==> src/rtl/rocket_trace_pkg.sv <==
// Shared types and constants for the Rocket retire trace buffer.
// trace_entry_t is the default-width view of one buffered commit event.
package rocket_trace_pkg;

    localparam int DEF_PC_W   = 40;
    localparam int DEF_INSN_W = 32;
    localparam int DEF_SEQ_W  = 32;
    localparam int DEF_DROP_W = 16;

    localparam logic [1:0] PRIV_U = 2'd0;
    localparam logic [1:0] PRIV_S = 2'd1;
    localparam logic [1:0] PRIV_M = 2'd3;

    typedef struct packed {
        logic [DEF_PC_W-1:0]   pc;
        logic [DEF_INSN_W-1:0] insn;
        logic [1:0]            priv;
        logic [DEF_SEQ_W-1:0]  seq;
        logic [DEF_DROP_W-1:0] drops;
    } trace_entry_t;

endpackage

==> src/rtl/rocket_trace_fifo.sv <==
// Generic synchronous FIFO; full/empty are derived from the registered count,
// so a push at full or a pop at empty is ignored regardless of the other side.
module rocket_trace_fifo
    import rocket_trace_pkg::*;
#(
    parameter int  DEPTH = 16,
    parameter type T     = logic [7:0]
) (
    input  logic                     clock,
    input  logic                     reset,
    input  logic                     clear,
    input  logic                     push,
    input  logic                     pop,
    input  T                         wr_data,
    output T                         rd_data,
    output logic                     full,
    output logic                     empty,
    output logic [$clog2(DEPTH):0]   count
);

    localparam int AW = $clog2(DEPTH);
    localparam int CW = AW + 1;

    T               mem [DEPTH];
    logic [AW-1:0]  wr_ptr;
    logic [AW-1:0]  rd_ptr;
    logic           do_push;
    logic           do_pop;

    assign full    = (count == CW'(DEPTH));
    assign empty   = (count == '0);
    assign do_push = push & ~full & ~clear;
    assign do_pop  = pop & ~empty & ~clear;
    assign rd_data = mem[rd_ptr];

    always_ff @(posedge clock) begin
        if (reset || clear) begin
            wr_ptr <= '0;
            rd_ptr <= '0;
            count  <= '0;
        end else begin
            // Pointers wrap naturally because DEPTH is a power of two.
            if (do_push) wr_ptr <= wr_ptr + 1'b1;
            if (do_pop)  rd_ptr <= rd_ptr + 1'b1;
            count <= count + CW'(do_push) - CW'(do_pop);
        end
    end

    // NOTE: storage is deliberately not reset; validity is tracked by count.
    always_ff @(posedge clock) begin
        if (do_push) mem[wr_ptr] <= wr_data;
    end

endmodule

==> src/rtl/rocket_retire_trace_buf.sv <==
// Retire trace buffer: tags each captured commit with a sequence number and
// the count of drops preceding it, and queues it for a valid/ready consumer.
module rocket_retire_trace_buf
    import rocket_trace_pkg::*;
#(
    parameter int DEPTH  = 16,
    parameter int PC_W   = DEF_PC_W,
    parameter int INSN_W = DEF_INSN_W,
    parameter int SEQ_W  = DEF_SEQ_W,
    parameter int DROP_W = DEF_DROP_W
) (
    input  logic                     clock,
    input  logic                     reset,
    input  logic                     enable,
    input  logic                     flush,
    input  logic                     retire_valid,
    input  logic [PC_W-1:0]          retire_pc,
    input  logic [INSN_W-1:0]        retire_insn,
    input  logic [1:0]               retire_priv,
    output logic                     trace_valid,
    input  logic                     trace_ready,
    output logic [PC_W-1:0]          trace_pc,
    output logic [INSN_W-1:0]        trace_insn,
    output logic [1:0]               trace_priv,
    output logic [SEQ_W-1:0]         trace_seq,
    output logic [DROP_W-1:0]        trace_drops,
    output logic                     overflow,
    output logic [$clog2(DEPTH):0]   level
);

    // Same layout as trace_entry_t, but sized by this instance's parameters.
    typedef struct packed {
        logic [PC_W-1:0]   pc;
        logic [INSN_W-1:0] insn;
        logic [1:0]        priv;
        logic [SEQ_W-1:0]  seq;
        logic [DROP_W-1:0] drops;
    } entry_t;

    logic [SEQ_W-1:0]  seq_r;
    logic [DROP_W-1:0] drop_r;
    logic              capture;
    logic              accept;
    logic              drop;
    logic              fifo_full;
    logic              fifo_empty;
    entry_t            wr_entry;
    entry_t            rd_entry;

    assign capture     = retire_valid & enable & ~flush;
    assign accept      = capture & ~fifo_full;
    assign drop        = capture & fifo_full;
    assign trace_valid = ~fifo_empty;

    always_comb begin
        wr_entry.pc    = retire_pc;
        wr_entry.insn  = retire_insn;
        wr_entry.priv  = retire_priv;
        wr_entry.seq   = seq_r;
        wr_entry.drops = drop_r;
    end

    rocket_trace_fifo #(
        .DEPTH (DEPTH),
        .T     (entry_t)
    ) u_fifo (
        .clock   (clock),
        .reset   (reset),
        .clear   (flush),
        .push    (accept),
        .pop     (trace_ready),
        .wr_data (wr_entry),
        .rd_data (rd_entry),
        .full    (fifo_full),
        .empty   (fifo_empty),
        .count   (level)
    );

    // NOTE: sequential state uses non-blocking assignments only.
    always_ff @(posedge clock) begin
        if (reset) begin
            seq_r    <= '0;
            drop_r   <= '0;
            overflow <= 1'b0;
        end else begin
            if (capture) seq_r <= seq_r + 1'b1;
            if (flush) begin
                drop_r   <= '0;
                overflow <= 1'b0;
            end else if (accept) begin
                drop_r <= '0;
            end else if (drop) begin
                overflow <= 1'b1;
                if (drop_r != '1) drop_r <= drop_r + 1'b1;
            end
        end
    end

    assign trace_pc    = rd_entry.pc;
    assign trace_insn  = rd_entry.insn;
    assign trace_priv  = rd_entry.priv;
    assign trace_seq   = rd_entry.seq;
    assign trace_drops = rd_entry.drops;

endmodule

==> config.mk <==
export PLATFORM = sky130hd
export DESIGN_NAME = rocket_retire_trace_buf
export DESIGN_NICKNAME = d
export VERILOG_FILES = /design/src/rtl/rocket_trace_pkg.sv /design/src/rtl/rocket_trace_fifo.sv /design/src/rtl/rocket_retire_trace_buf.sv
export SDC_FILE = /design/constraint.sdc
export NUM_CORES = 1
export LEC_CHECK = 0
export CAP_MARGIN = 20
export CORE_MARGIN = 8
export CORE_UTILIZATION = 45
export DETAILED_ROUTE_END_ITERATION = 10
export SETUP_SLACK_MARGIN = 0.15
export SYNTH_ARGS = -nofsm -noshare
export SYNTH_HDL_FRONTEND = slang
export SYNTH_HIERARCHICAL = 1
export SYNTH_SLANG_ARGS = --single-unit
export TNS_END_PERCENT = 30
==> constraint.sdc <==
create_clock -name clock -period 5.5 [get_ports clock]
set_input_delay 1.1 -clock clock [delete_from_list [all_inputs] [get_ports clock]]
set_output_delay 1.1 -clock clock [all_outputs]
set_load 0.03 [all_outputs]
==> flow_metrics.tcl <==
set metrics [dict create \
    layout.nets 3829 \
    drt-total-wl_um 174000 \
    path_class "reg -> out" \
    syn_area_um2 76200 \
    start_util_pct 45.2 \
    end_kind "output pin" \
    first_global_vias 37300 \
    cp.required_ns 4.40 \
    path_cells "buf_12, buf_12, mux4_2, a22oi_1, nand2_1, clkdlybuf4s50_1" \
    chipWidth_um 427 \
    cp_common_cell "buf_12" \
    synth_cells 3377 \
    post-route-min-period_ns 4.95 \
    setup_ws_ns 0.549 \
    final-hold-violation-count 0 \
    place_ws_ns 0.948 \
    hold_depth 2 \
    status "completed" \
    cellPowerDensity_nw_per_um2 351 \
    port-buffer-count 208 \
    reg2regPathDepth 10 \
    min_from "u_fifo/rd_ptr[1]" \
    rsz0062_at_grt "no" \
    synth_ff_type "edfxtp_1" \
    start_kind "register" \
    skew_ns 0.0309 \
    firstDrtPassIters 6 \
    synth-seq-cells 2018 \
    tritoncts "built" \
    crit_slowest_cell "dfxtp_4" \
    vias 35800 \
    grt_pass1_wl_um 255000 \
    slew_headroom_pct 35.2 \
    reg2reg_from "u_fifo/count[2]" \
    avgRoutedWirePerCell_um 28.4 \
    grt.total_usage_pct 19.0 \
    stdcell_count 6122 \
    drv_slew 0 \
    grt_max_degree 91 \
    rows 151 \
    syn_area_per_cell_um2 22.6 \
    ys_types 48 \
    overflow 0 \
    drt_iter0_markers 3276 \
    postCtsHoldBufs 0 \
    timing.fmax_ghz 0.202 \
    crit_fanout 26 \
    reg2reg_slack_ns 1.76 \
    clockBufferDepth 3 \
    drcViolationCount 0 \
    crit_path_max_incr_delay_ns 0.70 \
    critPathArrivalTime_ns 3.85 \
    die_area_um2 183000 \
    drive_gt1_share_pct 23.5 \
    gp_congestion 0.723 \
    setup_viol 0 \
    r2r-end "u_fifo/mem[10][83]" \
    crit_cells 6 \
    endpoint "trace_seq[11]" \
    core_area_um2 169000 \
    syn_nets 3471 \
    clk_root_buffer_cell "clkbuf_16" \
    clkLatencyLatePin_ns 0.83 \
    cpLargestDelayFamily "buffers and inverters" \
    cts.sinks 2018 \
    yosysSeqAreaShare_pct 78.7 \
    yosys_warnings 6 \
    maxCapViolations 0 \
    ir_worst_vdd_mv 0.281 \
    cp.buffers_inverters 3 \
    worst_slew_pin_slew_ns 0.970 \
    cts.clk_slew.worst_paths_ns 0.06 \
    async_reset_ff_share_pct 0 \
    post_cts_buffers 0 \
    cts.repair.resized 0 \
    pin_count 209 \
    dp_hpwl_um 94600 \
    chipHeight_um 427 \
    layout-area-overhead-vs-synth_pct 16.0 \
    htreeDepth 4 \
    leakage_uw 0.0265 \
    synth_edf_count 1952 \
    vias_per_cell 5.85 \
    numCtsBuffers 202 \
    fin_crit_sh_pct 90.0 \
    placed_cells 5749 \
    ant_nets 0 \
    hold_path_class "reg -> reg" \
    antenna_found_initial 9 \
]
-- flip-flops by register name, indices dropped and copies added, names as in the netlist, named ones only --
| name | flops |
|---|---|
| drop_r | 16 |
| overflow | 1 |
| seq_r | 32 |
| u_fifo/count | 5 |
| u_fifo/mem | 1952 |
| u_fifo/rd_ptr | 4 |
| u_fifo/wr_ptr | 4 |
-- routing by layer --
| layer | part of all wire, % | vias up | global-route usage, % |
|---|---|---|---|
| li1 | - | 15200 | - |
| met1 | 44 | 19400 | 27.4 |
| met2 | 48 | 1049 | 30.1 |
| met3 | 6.1 | 217 | 3.51 |
| met4 | 2.0 | 6 | 4.72 |
| met5 | 0.024 | - | 0 |
-- tightest hold or removal path: stages, from the launching register on --
cell and delay [ns]:
dfxtp_1 0.32, nand2_1 0.06, a21oi_1 0.07
-- stage by stage --
stage | total power (µW) | hold WS, ns | cell area, µm² | setup TNS (ns) | util [%]
6_report | 31100 | 0.498 | 88400 | 0 | 52.4
2_1_floorplan | 17800 | 0.463 | 76200 | -50.25 | -
4_1_cts | 31400 | 0.508 | 88400 | 0 | 52.4
3_3_place_gp | 18300 | 0.481 | 82000 | 0 | 48.6
3_5_place_dp | 18300 | 0.500 | 82000 | 0 | 48.6
5_1_grt | 32000 | 0.533 | 88400 | 0 | 52.4
-- synth_stat cells (2+ instances only) --
library cell  count  area share, %
nand4bb_1         3          0.044
edfxtp_1       1952             77
or4_4             2          0.030
or3_1             5          0.041
nand2b_1          2          0.016
clkbuf_1        100           0.49
nand3b_1          4          0.039
nor2_1           34           0.17
or2_2             2          0.016
and4b_1           3          0.039
and2_1           14           0.11
nand4b_1          3          0.034
nor4_1            8          0.066
xnor2_1          11           0.13
buf_1             4          0.020
buf_6            13           0.19
nor2b_1           4          0.033
buf_2            48           0.32
and4_1            6          0.069
ha_1             13           0.21
o21ai_0           7          0.046
and3_1            9          0.074
nand3_1          23           0.15
o31ai_1          26           0.26
or2_1             2          0.016
o41ai_1           2          0.023
nand4_1           6          0.049
mux4_2          488             14
xor2_1            9           0.10
dfxtp_1          66            1.7
inv_1            20          0.099
or4b_1            2          0.026
nor3_1            6          0.039
a21oi_1          38           0.25
nand2_1         145           0.71
nor4b_1           2          0.023
a22oi_1         244            2.4
or4_1            27           0.27
buf_4            15           0.15
-- power by group --
| group | total, µW | internal, µW | switching, µW |
|---|---|---|---|
| sequential | 16800 | 16800 | 21.9 |
| clock | 13100 | 7500 | 5620 |
| combinational | 1120 | 499 | 620 |
| total | 31100 | 24800 | 6260 |
-- layout by cell type (no fill, tap or decap), drive strengths merged, types with 2 or more instances in the layout --
| cell type | count |
|---|---|
| ha | 13 |
| inv | 28 |
| and4 | 6 |
| diode | 3 |
| xnor2 | 11 |
| nor2b | 4 |
| nand2b | 2 |
| clkinv | 87 |
| nand3b | 4 |
| or3 | 5 |
| nor2 | 34 |
| a21oi | 38 |
| nor3 | 6 |
| nand4bb | 3 |
| o41ai | 2 |
| nand3 | 23 |
| clkbuf | 260 |
| buf | 134 |
| dfxtp | 66 |
| a22oi | 244 |
| or2 | 4 |
| nand2 | 145 |
| edfxtp | 1952 |
| or4 | 29 |
| mux2 | 2 |
| nor4b | 2 |
| clkdlybuf4s50 | 200 |
| nand4b | 3 |
| o31ai | 26 |
| clkinvlp | 2 |
| o21ai | 7 |
| or4b | 2 |
| nand4 | 7 |
| mux4 | 488 |
| and4b | 3 |
| and3 | 9 |
| xor2 | 9 |
| nor4 | 8 |
| and2 | 14 |
| bufinv | 14 |
-- worst min-delay path by stage --
stage and end:
6_report register, 5_1_grt register, 4_1_cts register, 3_5_place_dp register, 3_3_place_gp register, 2_1_floorplan register
-- kinds of logic after synthesis --
group	Yosys count	synth area share [%]
AOI/OAI and AO/OA	319	3.00
xor gates and xnor gates	20	0.230
adders and majority gates	14	0.240
buffers and inverters	201	1.27
DFF	2018	78.7
muxes	491	14.5
and+or+nand+nor	314	2.11
-- cell type report --
class                      instances  area (µm²)
fill                           12900       80300
sequential                      2018       59900
multi-input combinational       1158       15300
clock buffer                     260        5350
timing repair buffer             334        3890
tap                             2218        2780
clock inverter                   110         976
inverter                          21        78.8
antenna                            3        7.51
Power figures use the tool's default switching activity.
